**src/rtl/cpu_types_pkg.sv**
```systemverilog
// Shared MIPS decode types: opcodes, decode FSM states and the ID/EX latch layout.
// Pure declarations; no logic, no latency, no flow control.
package cpu_types_pkg;

    localparam int WORD_W  = 32;
    localparam int RADDR_W = 5;

    localparam logic [5:0] OP_RTYPE = 6'h00;
    localparam logic [5:0] OP_JAL   = 6'h03;
    localparam logic [5:0] OP_BEQ   = 6'h04;
    localparam logic [5:0] OP_BNE   = 6'h05;
    localparam logic [5:0] OP_ANDI  = 6'h0C;
    localparam logic [5:0] OP_ORI   = 6'h0D;
    localparam logic [5:0] OP_XORI  = 6'h0E;
    localparam logic [5:0] OP_LUI   = 6'h0F;
    localparam logic [5:0] OP_SW    = 6'h2B;

    localparam logic [RADDR_W-1:0] LINK_REG = 5'd31;

    typedef enum logic {
        RUN   = 1'b0,
        STALL = 1'b1
    } decode_state_t;

    typedef struct packed {
        logic [WORD_W-1:0]  pc;
        logic [WORD_W-1:0]  rdat1;
        logic [WORD_W-1:0]  rdat2;
        logic [WORD_W-1:0]  imm;
        logic [5:0]         opcode;
        logic [5:0]         funct;
        logic [RADDR_W-1:0] rs;
        logic [RADDR_W-1:0] rt;
        logic [RADDR_W-1:0] wsel;
    } id_ex_t;

    // Instructions whose rt field is a source operand rather than a destination.
    function automatic logic uses_rt(input logic [5:0] opcode);
        return (opcode == OP_RTYPE) || (opcode == OP_BEQ) ||
               (opcode == OP_BNE)   || (opcode == OP_SW);
    endfunction

endpackage

```
**src/rtl/decode_stage_imm_ext.sv**
```systemverilog
// Immediate extension by opcode: zero-extend logical ops, shift LUI, sign-extend the rest.
// Combinational, zero latency; no flow control.
module imm_ext
    import cpu_types_pkg::*;
#(
    parameter int WORD_W = cpu_types_pkg::WORD_W
) (
    input  logic [5:0]        opcode,
    input  logic [15:0]       imm,
    output logic [WORD_W-1:0] imm_ext
);

    logic [WORD_W-1:0] zext_w;
    logic [WORD_W-1:0] sext_w;
    logic [WORD_W-1:0] lui_w;

    assign zext_w = {{(WORD_W-16){1'b0}}, imm};
    assign sext_w = {{(WORD_W-16){imm[15]}}, imm};
    assign lui_w  = WORD_W'({imm, 16'h0000});

    always_comb begin
        imm_ext = sext_w;
        case (opcode)
            OP_ANDI, OP_ORI, OP_XORI: imm_ext = zext_w;
            OP_LUI:                   imm_ext = lui_w;
            default:                  imm_ext = sext_w;
        endcase
    end

endmodule

```
**src/rtl/decode_stage.sv**
```systemverilog
// MIPS decode stage: operand fetch with WB bypass, load-use stall, ID/EX latch.
// Latency 1 cycle; holds the latch while out_ready=0 and drops in_ready on stall/hold.
module decode_stage
    import cpu_types_pkg::*;
#(
    parameter int WORD_W    = cpu_types_pkg::WORD_W,
    parameter int RADDR_W   = cpu_types_pkg::RADDR_W,
    parameter bit BYPASS_EN = 1'b1
) (
    input  logic               CLK,
    input  logic               nRST,
    input  logic               in_valid,
    input  logic [WORD_W-1:0]  in_instr,
    input  logic [WORD_W-1:0]  in_pc,
    output logic               in_ready,
    output logic [RADDR_W-1:0] rsel1,
    output logic [RADDR_W-1:0] rsel2,
    input  logic [WORD_W-1:0]  rdat1,
    input  logic [WORD_W-1:0]  rdat2,
    input  logic               wb_wen,
    input  logic [RADDR_W-1:0] wb_wsel,
    input  logic [WORD_W-1:0]  wb_wdat,
    input  logic               ex_memread,
    input  logic [RADDR_W-1:0] ex_wsel,
    input  logic               flush,
    input  logic               out_ready,
    output logic               out_valid,
    output logic [WORD_W-1:0]  out_pc,
    output logic [WORD_W-1:0]  out_rdat1,
    output logic [WORD_W-1:0]  out_rdat2,
    output logic [WORD_W-1:0]  out_imm,
    output logic [5:0]         out_opcode,
    output logic [5:0]         out_funct,
    output logic [RADDR_W-1:0] out_rs,
    output logic [RADDR_W-1:0] out_rt,
    output logic [RADDR_W-1:0] out_wsel
);

    decode_state_t state_q, state_d;
    logic          out_valid_q, out_valid_d;
    id_ex_t        id_ex_q, id_ex_d;

    logic [5:0]         opcode;
    logic [RADDR_W-1:0] rs, rt, rd;
    logic [WORD_W-1:0]  imm_w;
    logic [WORD_W-1:0]  op1, op2;
    logic [RADDR_W-1:0] dst;
    logic               hazard;
    logic               advance;
    id_ex_t             decoded;

    assign opcode = in_instr[31:26];
    assign rs     = in_instr[25:21];
    assign rt     = in_instr[20:16];
    assign rd     = in_instr[15:11];

    assign rsel1 = rs;
    assign rsel2 = rt;

    imm_ext #(.WORD_W(WORD_W)) u_imm_ext (
        .opcode  (opcode),
        .imm     (in_instr[15:0]),
        .imm_ext (imm_w)
    );

    // r0 reads as zero regardless of bypass; a WB to r0 is never forwarded.
    always_comb begin
        op1 = rdat1;
        op2 = rdat2;
        if (rs == '0) begin
            op1 = '0;
        end else if (BYPASS_EN && wb_wen && (wb_wsel != '0) && (wb_wsel == rs)) begin
            op1 = wb_wdat;
        end
        if (rt == '0) begin
            op2 = '0;
        end else if (BYPASS_EN && wb_wen && (wb_wsel != '0) && (wb_wsel == rt)) begin
            op2 = wb_wdat;
        end
    end

    always_comb begin
        dst = rt;
        case (opcode)
            OP_RTYPE: dst = rd;
            OP_JAL:   dst = LINK_REG;
            default:  dst = rt;
        endcase
    end

    assign hazard = in_valid && ex_memread && (ex_wsel != '0) &&
                    ((ex_wsel == rs) || (uses_rt(opcode) && (ex_wsel == rt)));

    assign advance = out_ready || !out_valid_q;

    always_comb begin
        decoded        = '0;
        decoded.pc     = in_pc;
        decoded.rdat1  = op1;
        decoded.rdat2  = op2;
        decoded.imm    = imm_w;
        decoded.opcode = opcode;
        decoded.funct  = in_instr[5:0];
        decoded.rs     = rs;
        decoded.rt     = rt;
        decoded.wsel   = dst;
    end

    // Flush outranks stall and hold; STALL lasts exactly one advancing cycle.
    always_comb begin
        state_d     = state_q;
        out_valid_d = out_valid_q;
        id_ex_d     = id_ex_q;
        in_ready    = 1'b0;
        if (flush) begin
            state_d     = RUN;
            out_valid_d = 1'b0;
            in_ready    = 1'b1;
        end else begin
            case (state_q)
                RUN: begin
                    if (advance) begin
                        if (hazard) begin
                            out_valid_d = 1'b0;
                            state_d     = STALL;
                        end else begin
                            id_ex_d     = decoded;
                            out_valid_d = in_valid;
                            in_ready    = 1'b1;
                        end
                    end
                end
                STALL: begin
                    if (advance) begin
                        id_ex_d     = decoded;
                        out_valid_d = in_valid;
                        state_d     = RUN;
                        in_ready    = 1'b1;
                    end
                end
                default: state_d = RUN;
            endcase
        end
    end

    always_ff @(posedge CLK) begin
        if (!nRST) begin
            state_q     <= RUN;
            out_valid_q <= 1'b0;
            id_ex_q     <= '0;
        end else begin
            state_q     <= state_d;
            out_valid_q <= out_valid_d;
            id_ex_q     <= id_ex_d;
        end
    end

    assign out_valid  = out_valid_q;
    assign out_pc     = id_ex_q.pc;
    assign out_rdat1  = id_ex_q.rdat1;
    assign out_rdat2  = id_ex_q.rdat2;
    assign out_imm    = id_ex_q.imm;
    assign out_opcode = id_ex_q.opcode;
    assign out_funct  = id_ex_q.funct;
    assign out_rs     = id_ex_q.rs;
    assign out_rt     = id_ex_q.rt;
    assign out_wsel   = id_ex_q.wsel;

endmodule

```
**config.mk**
```make
export PLATFORM = sky130hd
export DESIGN_NAME = decode_stage
export DESIGN_NICKNAME = d
export VERILOG_FILES = /design/src/rtl/cpu_types_pkg.sv /design/src/rtl/decode_stage_imm_ext.sv /design/src/rtl/decode_stage.sv
export SDC_FILE = /design/constraint.sdc
export NUM_CORES = 1
export LEC_CHECK = 0
export CAP_MARGIN = 20
export CORE_MARGIN = 3
export CORE_UTILIZATION = 30
export DETAILED_ROUTE_END_ITERATION = 10
export SYNTH_ARGS = -nofsm -noshare
export SYNTH_HDL_FRONTEND = slang
export SYNTH_SLANG_ARGS = --single-unit
```
**constraint.sdc**
```tcl
create_clock -name CLK -period 4.54 [get_ports CLK]
set_clock_uncertainty 0.1 [all_clocks]
set_input_delay 1.362 -clock CLK [delete_from_list [all_inputs] [get_ports CLK]]
set_output_delay 1.362 -clock CLK [all_outputs]
set_load 0.01 [all_outputs]
```
==> results.py, run 1 <==
metrics = {
    "outcome": {
        "status": "finished clean",
    },
    "setup_path": {
        "crit_fanout": 2,
        "crit_family": "buffers and inverters",
        "cp_data_arrival_time_ps": 2970,
        "critPathBufInv": 2,
        "cp_slowest_stage_delay_ps": 560,
        "cp-end-kind": "output port",
        "critPathKind": "in -> out",
        "crit_slowest_cell": "clkdlybuf4s50_1",
        "startpoint_type": "input pin",
        "required_ps": 3080,
        "cp_cell_sequence": "clkdlybuf4s50_1 > xnor2_1 > nand3_1 > or3_1 > and2_4 > a21o_1 > buf_2",
    },
    "clocking": {
        "clock_sinks": 157,
        "htreeDepth": 4,
        "cts_tree": "done",
        "ctsHoldBuffers": 0,
        "clk_latency_ps": 430,
        "cts_root_buffer": "clkbuf_16",
        "clk_pin_slew_worst_paths_ps": 60,
        "clk_path_buf_depth": 2,
        "cts_setup_buffers": 0,
        "cts_made_buffers": 17,
    },
    "placed_design": {
        "io_buffers": 343,
        "dp_hpwl_mm": 19.3,
        "place_ws_ps": -415,
        "gp_congestion": 0.816,
    },
    "sta": {
        "drv_slew": 0,
        "clock.fmax_mhz": 225,
        "setup_viol": 0,
        "setup_slack_ps": 104,
        "tightest_slew_ps": 726,
        "whs_ps": 356,
        "finalCritPeriodShare_pct": 97.7,
        "slew_headroom_pct": 51.6,
        "rsz0062_at_grt": "no",
        "hold_viol": 0,
        "min_period_ps": 4440,
    },
    "floorplan": {
        "die_area_um2": 26300,
        "core_area_um2": 23800,
        "num_io_pins": 344,
        "die_h_um": 162,
        "fp.dieW_um": 162,
        "initial_core_util_pct": 30.9,
        "fp-row-count": 56,
    },
    "detailed_routing": {
        "drt_drc_violations_left": 0,
        "num_vias": 6995,
        "drt_iter0_markers": 411,
        "ant_nets": 0,
        "wl_per_cell_um": 19.2,
        "first_pass_iters": 4,
        "totalWireLength_mm": 27.1,
        "vias_per_cell": 4.95,
    },
    "synthesis": {
        "ys_warn_count": 0,
        "synthFlopType": "dfxtp_1",
        "netlist_area_um2": 7330,
        "ys_types": 43,
        "yosysSeqAreaShare_pct": 42.9,
        "syn-instance-count": 755,
        "syn_avg_cell_area_um2": 9.71,
        "syn_nets": 932,
        "synth-edff-count": 0,
        "ys_ff_latch": 157,
        "synthArstFlopShare_pct": 0,
    },
    "grt": {
        "grt_max_degree": 95,
        "grt_pass1_vias": 7250,
        "grt_pass1_wl_mm": 42.2,
        "overflow": 0,
        "grt_use_total_pct": 20.2,
        "antenna_found_initial": 0,
    },
    "cells_and_area": {
        "insertedDiodeCount": 0,
        "fin_nets": 1257,
        "syn2layout_area_growth_pct": 61.0,
        "drive_above_1_share_pct": 10.9,
    },
    "power": {
        "seq_power_share_pct": 40.7,
        "power_frac_comb_pct": 20.4,
        "sw_frac_of_total_pct": 26.8,
        "power_density_nw_per_um2": 316,
        "pwr-share-clk_pct": 38.9,
        "p_leak_nw": 4.33,
        "peakVddDrop_v": 0.000184,
        "power_switching_mw": 1.00,
        "power.internal_mw": 2.73,
    },
    "job": {
        "drv_cap": 0,
    },
    "min_path": {
        "hold_class": "reg -> reg",
    },
}
-- layout by cell type (no fill, tap or decap), types with 3 or more instances in the layout --
cell             netlist  layout
clkdlybuf4s50_1        0     333
dfxtp_1              157     157
mux2i_1              128     128
nand2_1              122     122
o211ai_1              69      69
o31ai_1               64      64
buf_4                 16      38
clkbuf_16              0      17
o221a_2               16      16
and2_1                16      15
nand3_1               13      13
xnor2_1               11      11
o21ai_0               10      10
xor2_1                 9       9
buf_12                 0       8
nor4_1                 8       7
a31o_2                 6       6
nor2_1                 5       5
mux2_2                 5       5
clkinvlp_4             0       5
dlygate4sd2_1          0       4
dlymetal6s2s_1         0       4
o21ai_2                1       3
or4_1                  3       3
nand4_1                3       3
inv_6                  0       3
clkbuf_1              48       3
-- registers in the layout, summed over array words and instances (netlist names) --
| signal | cells |
|---|---|
| out_imm | 32 |
| out_pc | 32 |
| state_q | 1 |
| out_funct | 6 |
| out_opcode | 6 |
| out_rt | 5 |
| out_wsel | 5 |
| out_rdat2 | 32 |
| out_rdat1 | 32 |
| out_valid | 1 |
| out_rs | 5 |
-- kinds of logic (layout without fill, tap and decap cells) --
kind of cell	count (synthesis)	in the layout	synth area share (%)
and+or+nand+nor	184	184	11.5
AOI/OAI and AO/OA	177	177	18.8
DFF	157	157	42.9
muxes	133	133	18.2
buffers and inverters	84	422	6.20
xor gates and xnor gates	20	20	2.39
-- power by group through the flow --
stage / clock (mW) / sequential (mW) / combinational [mW]
6_report: 1.45 / 1.52 / 0.761
3_3_place_gp: 0 / 1.55 / 0.766
3_5_place_dp: 0 / 1.55 / 0.766
5_1_grt: 1.53 / 1.53 / 0.816
2_1_floorplan: 0 / 1.59 / 0.255
4_1_cts: 1.48 / 1.52 / 0.769
-- what timing repair did --
action,in CTS,in global routing
pin swaps,2,4
resized for setup,9,7
setup endpoints to repair,1,1
-- routing by layer --
metal / wire [um] / vias to the layer above / global-route usage, %
met4: 451 / 0 / 5.47
li1: - / 3410 / -
met5: 0 / - / 0
met2: 13000 / 194 / 33.7
met1: 12300 / 3368 / 26.4
met3: 1370 / 23 / 4.46
-- area by class of cell --
| cell class | instances | area (um2) |
|---|---|---|
| sequential | 157 | 3140 |
| fill | 2259 | 12000 |
| tap | 319 | 399 |
| multi-input combinational | 514 | 3790 |
| clock buffer | 21 | 450 |
| clock inverter | 11 | 133 |
| timing repair buffer | 389 | 3880 |
| inverter | 1 | 3.75 |
-- synth_stat cells (3+ instances only) --
master	n	area, um2
and2_1	16	100
o211ai_1	69	518
buf_6	9	101
mux2_2	5	56.3
o31ai_1	64	480
dfxtp_1	157	3140
nand3_1	13	65.1
nand4_1	3	18.8
nor2_1	5	18.8
xor2_1	9	78.8
mux2i_1	128	1280
clkbuf_1	48	180
buf_4	16	120
o221a_2	16	180
nand2_1	122	458
a31o_2	6	52.6
nor4_1	8	50.1
buf_2	9	45.0
o21ai_0	10	50.1
or4_1	3	22.5
xnor2_1	11	96.3
-- through the flow --
| step | setup TNS (ps) | util, % | power [mW] | instance area (um2) | instances |
|---|---|---|---|---|---|
| final | 0 | 49.7 | 3.73 | 11800 | 1412 |
| after global routing | 0 | 49.7 | 3.88 | 11800 | 1412 |
| after CTS | 0 | 49.6 | 3.77 | 11800 | 1412 |
| after detailed placement | -415 | 47.2 | 2.32 | 11200 | 1380 |
| after global placement | -400 | 47.2 | 2.31 | 11200 | 1380 |
| after floorplan | 0 | - | 1.85 | 7330 | 755 |
-- tightest hold or removal path, delay by kind of cell, from the launching register on --
| kind | cells | cell delay (ps) |
|---|---|---|
| simple gates | 1 | 50 |
| flops | 1 | 310 |
| mux | 1 | 50 |
-- worst paths after layout --
path,slack (ps),endpoint,from,depth (start not counted)
max reg2reg,2140,out_imm[13]$_SDFFE_PN0P_,state_q$_SDFF_PP0_,7
min,360,out_imm[6]$_SDFFE_PN0P_,out_imm[6]$_SDFFE_PN0P_,2
max,100,in_ready,in_instr[24],7
min reg2reg,360,out_imm[6]$_SDFFE_PN0P_,out_imm[6]$_SDFFE_PN0P_,2
(Power assumes the default switching activity.)
==> run 2, diff against run 1 <==
--- a/config.mk
+++ b/config.mk
@@ -6,7 +6,6 @@
 export NUM_CORES = 1
 export LEC_CHECK = 0
 export CAP_MARGIN = 20
-export CORE_MARGIN = 3
 export CORE_UTILIZATION = 30
 export DETAILED_ROUTE_END_ITERATION = 10
 export SYNTH_ARGS = -nofsm -noshare
==> run 2 against run 1 <==
Effect of this change:
- via count decreased by 0.53%
- power increased by 4.4%
- critical endpoint unchanged
- global-route usage increased by 0.67 points
- final area increased by 1.0%
- largest cell class unchanged
==> results.py, run 2 (synthesis results as in run 1) <==
metrics = {
    "floorplan": {
        "die_area_um2": 25100,
        "fp.dieW_um": 158,
        "fp-row-count": 56,
        "initial_core_util_pct": 30.9,
        "core_area_um2": 23800,
        "num_io_pins": 344,
        "die_h_um": 158,
    },
    "detailed_routing": {
        "ant_nets": 0,
        "vias_per_cell": 4.92,
        "drt_iter0_markers": 309,
        "totalWireLength_mm": 26.2,
        "wl_per_cell_um": 18.5,
        "drt_drc_violations_left": 0,
        "first_pass_iters": 5,
        "num_vias": 6958,
    },
    "setup_path": {
        "cp_data_arrival_time_ps": 3010,
        "crit_slowest_cell": "clkdlybuf4s50_1",
        "cp_cell_sequence": "clkdlybuf4s50_1 > or4_4 > o21a_1 > o2111ai_2 > and2_4 > a21o_1 > buf_6",
        "critPathBufInv": 2,
        "required_ps": 3080,
        "startpoint_type": "input pin",
        "crit_fanout": 3,
        "cp-end-kind": "output port",
        "crit_family": "simple AND/OR/NAND/NOR gates",
        "critPathKind": "in -> out",
        "cp_slowest_stage_delay_ps": 470,
        "startpoint": "ex_wsel[4]",
        "r2r_start": "state_q$_SDFF_PP0_",
    },
    "clocking": {
        "cts_made_buffers": 17,
        "cts_root_buffer": "clkbuf_16",
        "htreeDepth": 4,
        "clk_path_buf_depth": 2,
        "clk_pin_slew_worst_paths_ps": 50,
        "cts_tree": "done",
        "clk_latency_ps": 410,
        "clock_sinks": 157,
    },
    "cells_and_area": {
        "final.fill_count": 2229,
        "final_area_um2": 11900,
        "syn2layout_area_growth_pct": 62.7,
        "drive_above_1_share_pct": 11.2,
        "instances_no_fill": 1414,
        "final_common_cell": "clkdlybuf4s50_1",
        "insertedDiodeCount": 0,
        "final_cell_mix": "337 x clkdlybuf4s50_1, 157 x dfxtp_1, 128 x mux2i_1",
        "fin_nets": 1262,
    },
    "grt": {
        "grt_max_degree": 79,
        "antenna_found_initial": 0,
        "overflow": 0,
        "grt_pass1_wl_mm": 39.9,
        "grt_pass1_vias": 6970,
        "grt_use_total_pct": 20.9,
    },
    "sta": {
        "tightest_slew_ps": 539,
        "clock.fmax_mhz": 224,
        "drv_slew": 0,
        "setup_viol": 0,
        "rsz0062_at_grt": "no",
        "finalCritPeriodShare_pct": 98.5,
        "fin_tns_setup_ps": 0,
        "hold_viol": 0,
        "slew_headroom_pct": 64.1,
        "min_period_ps": 4470,
    },
    "power": {
        "power_frac_comb_pct": 19.6,
        "seq_power_share_pct": 39.0,
        "sw_frac_of_total_pct": 24.9,
        "power_density_nw_per_um2": 327,
        "peakVddDrop_v": 0.000195,
        "p_leak_nw": 4.40,
        "pwr-share-clk_pct": 41.5,
        "power_switching_mw": 0.971,
        "fin_total_pwr_mw": 3.90,
        "power.internal_mw": 2.93,
    },
    "placed_design": {
        "dp_hpwl_mm": 18.3,
        "io_buffers": 343,
        "dp.cells": 1383,
        "placed_cell_area_um2": 11200,
        "gp_congestion": 0.827,
    },
    "outcome": {
        "status": "finished clean",
    },
    "min_path": {
        "hp-start": "out_opcode[4]$_SDFFE_PN0P_",
        "hold_class": "reg -> reg",
    },
    "job": {
        "drv_cap": 0,
    },
}
[run 2: changes by cell type in the layout (fill, tap and decap cells not counted), sizes merged]
cell,before,now
clkinv,1,4
clkinvlp,5,0
buf,48,53
bufinv,2,6
inv,4,2
clkdlybuf4s50,333,337
dlygate4sd2,4,0
clkbuf,21,18
[run 2: power by group through the flow]
stage	Clock, mW	Combinational, mW	Sequential, mW
after CTS	1.65	0.769	1.52
final	1.62	0.763	1.52
after detailed placement	0	0.764	1.55
after floorplan	0	0.255	1.59
after global routing	1.72	0.818	1.53
after global placement	0	0.762	1.55
[run 2: routing by layer]
layer | global-route usage [%] | vias to the layer above | wire (um)
met3 | 4.22 | 29 | 1380
li1 | - | 3420 | -
met5 | 0 | - | 0
met1 | 27.2 | 3308 | 11900
met2 | 34.1 | 201 | 12400
met4 | 7.05 | 0 | 512
[run 2: area by class of cell]
cell class / count / area, um2 / share of cell area, %
clock buffer: 18 / 429 / 3.60
timing repair buffer: 394 / 3930 / 32.9
sequential: 157 / 3140 / 26.4
inverter: 1 / 3.75 / 0.0315
tap: 319 / 399 / 3.35
multi-input combinational: 514 / 3800 / 31.9
clock inverter: 11 / 216 / 1.82
[run 2: worst reg2reg max path, cell delays in order, from the launching register on]
cell and delay (ps):
dfxtp_1 320, and3b_1 260, o21ai_2 70, buf_4 140
o311ai_4 410, nand2b_4 450, buf_4 310, mux2i_1 220
[run 2: through the flow]
| step | utilization, % | hold WS (ps) | setup slack, ps |
|---|---|---|---|
| 6_report | 50.2 | 352 | 68.8 |
| 5_1_grt | 50.2 | 368 | 2.26 |
| 4_1_cts | 50.1 | 356 | 0.182 |
| 3_5_place_dp | 47.3 | 346 | -428 |
| 3_3_place_gp | 47.3 | 342 | -408 |
| 2_1_floorplan | - | 367 | 554 |
[run 2: what timing repair did]
action	CTS	global route
pin swaps	4	5
resized for setup	7	6
buffers inserted	1	1
hold endpoints to repair	0	0
setup endpoints to repair	1	1
hold buffers	0	0
[run 2: final timing paths]
check	slack, ps	to	cells after the start
worst min-delay path	350	out_opcode[4]$_SDFFE_PN0P_	2
worst max-delay path	70	in_ready	7
worst max register to register	2190	out_imm[15]$_SDFFE_PN0P_	7
worst min register to register	350	out_opcode[4]$_SDFFE_PN0P_	2
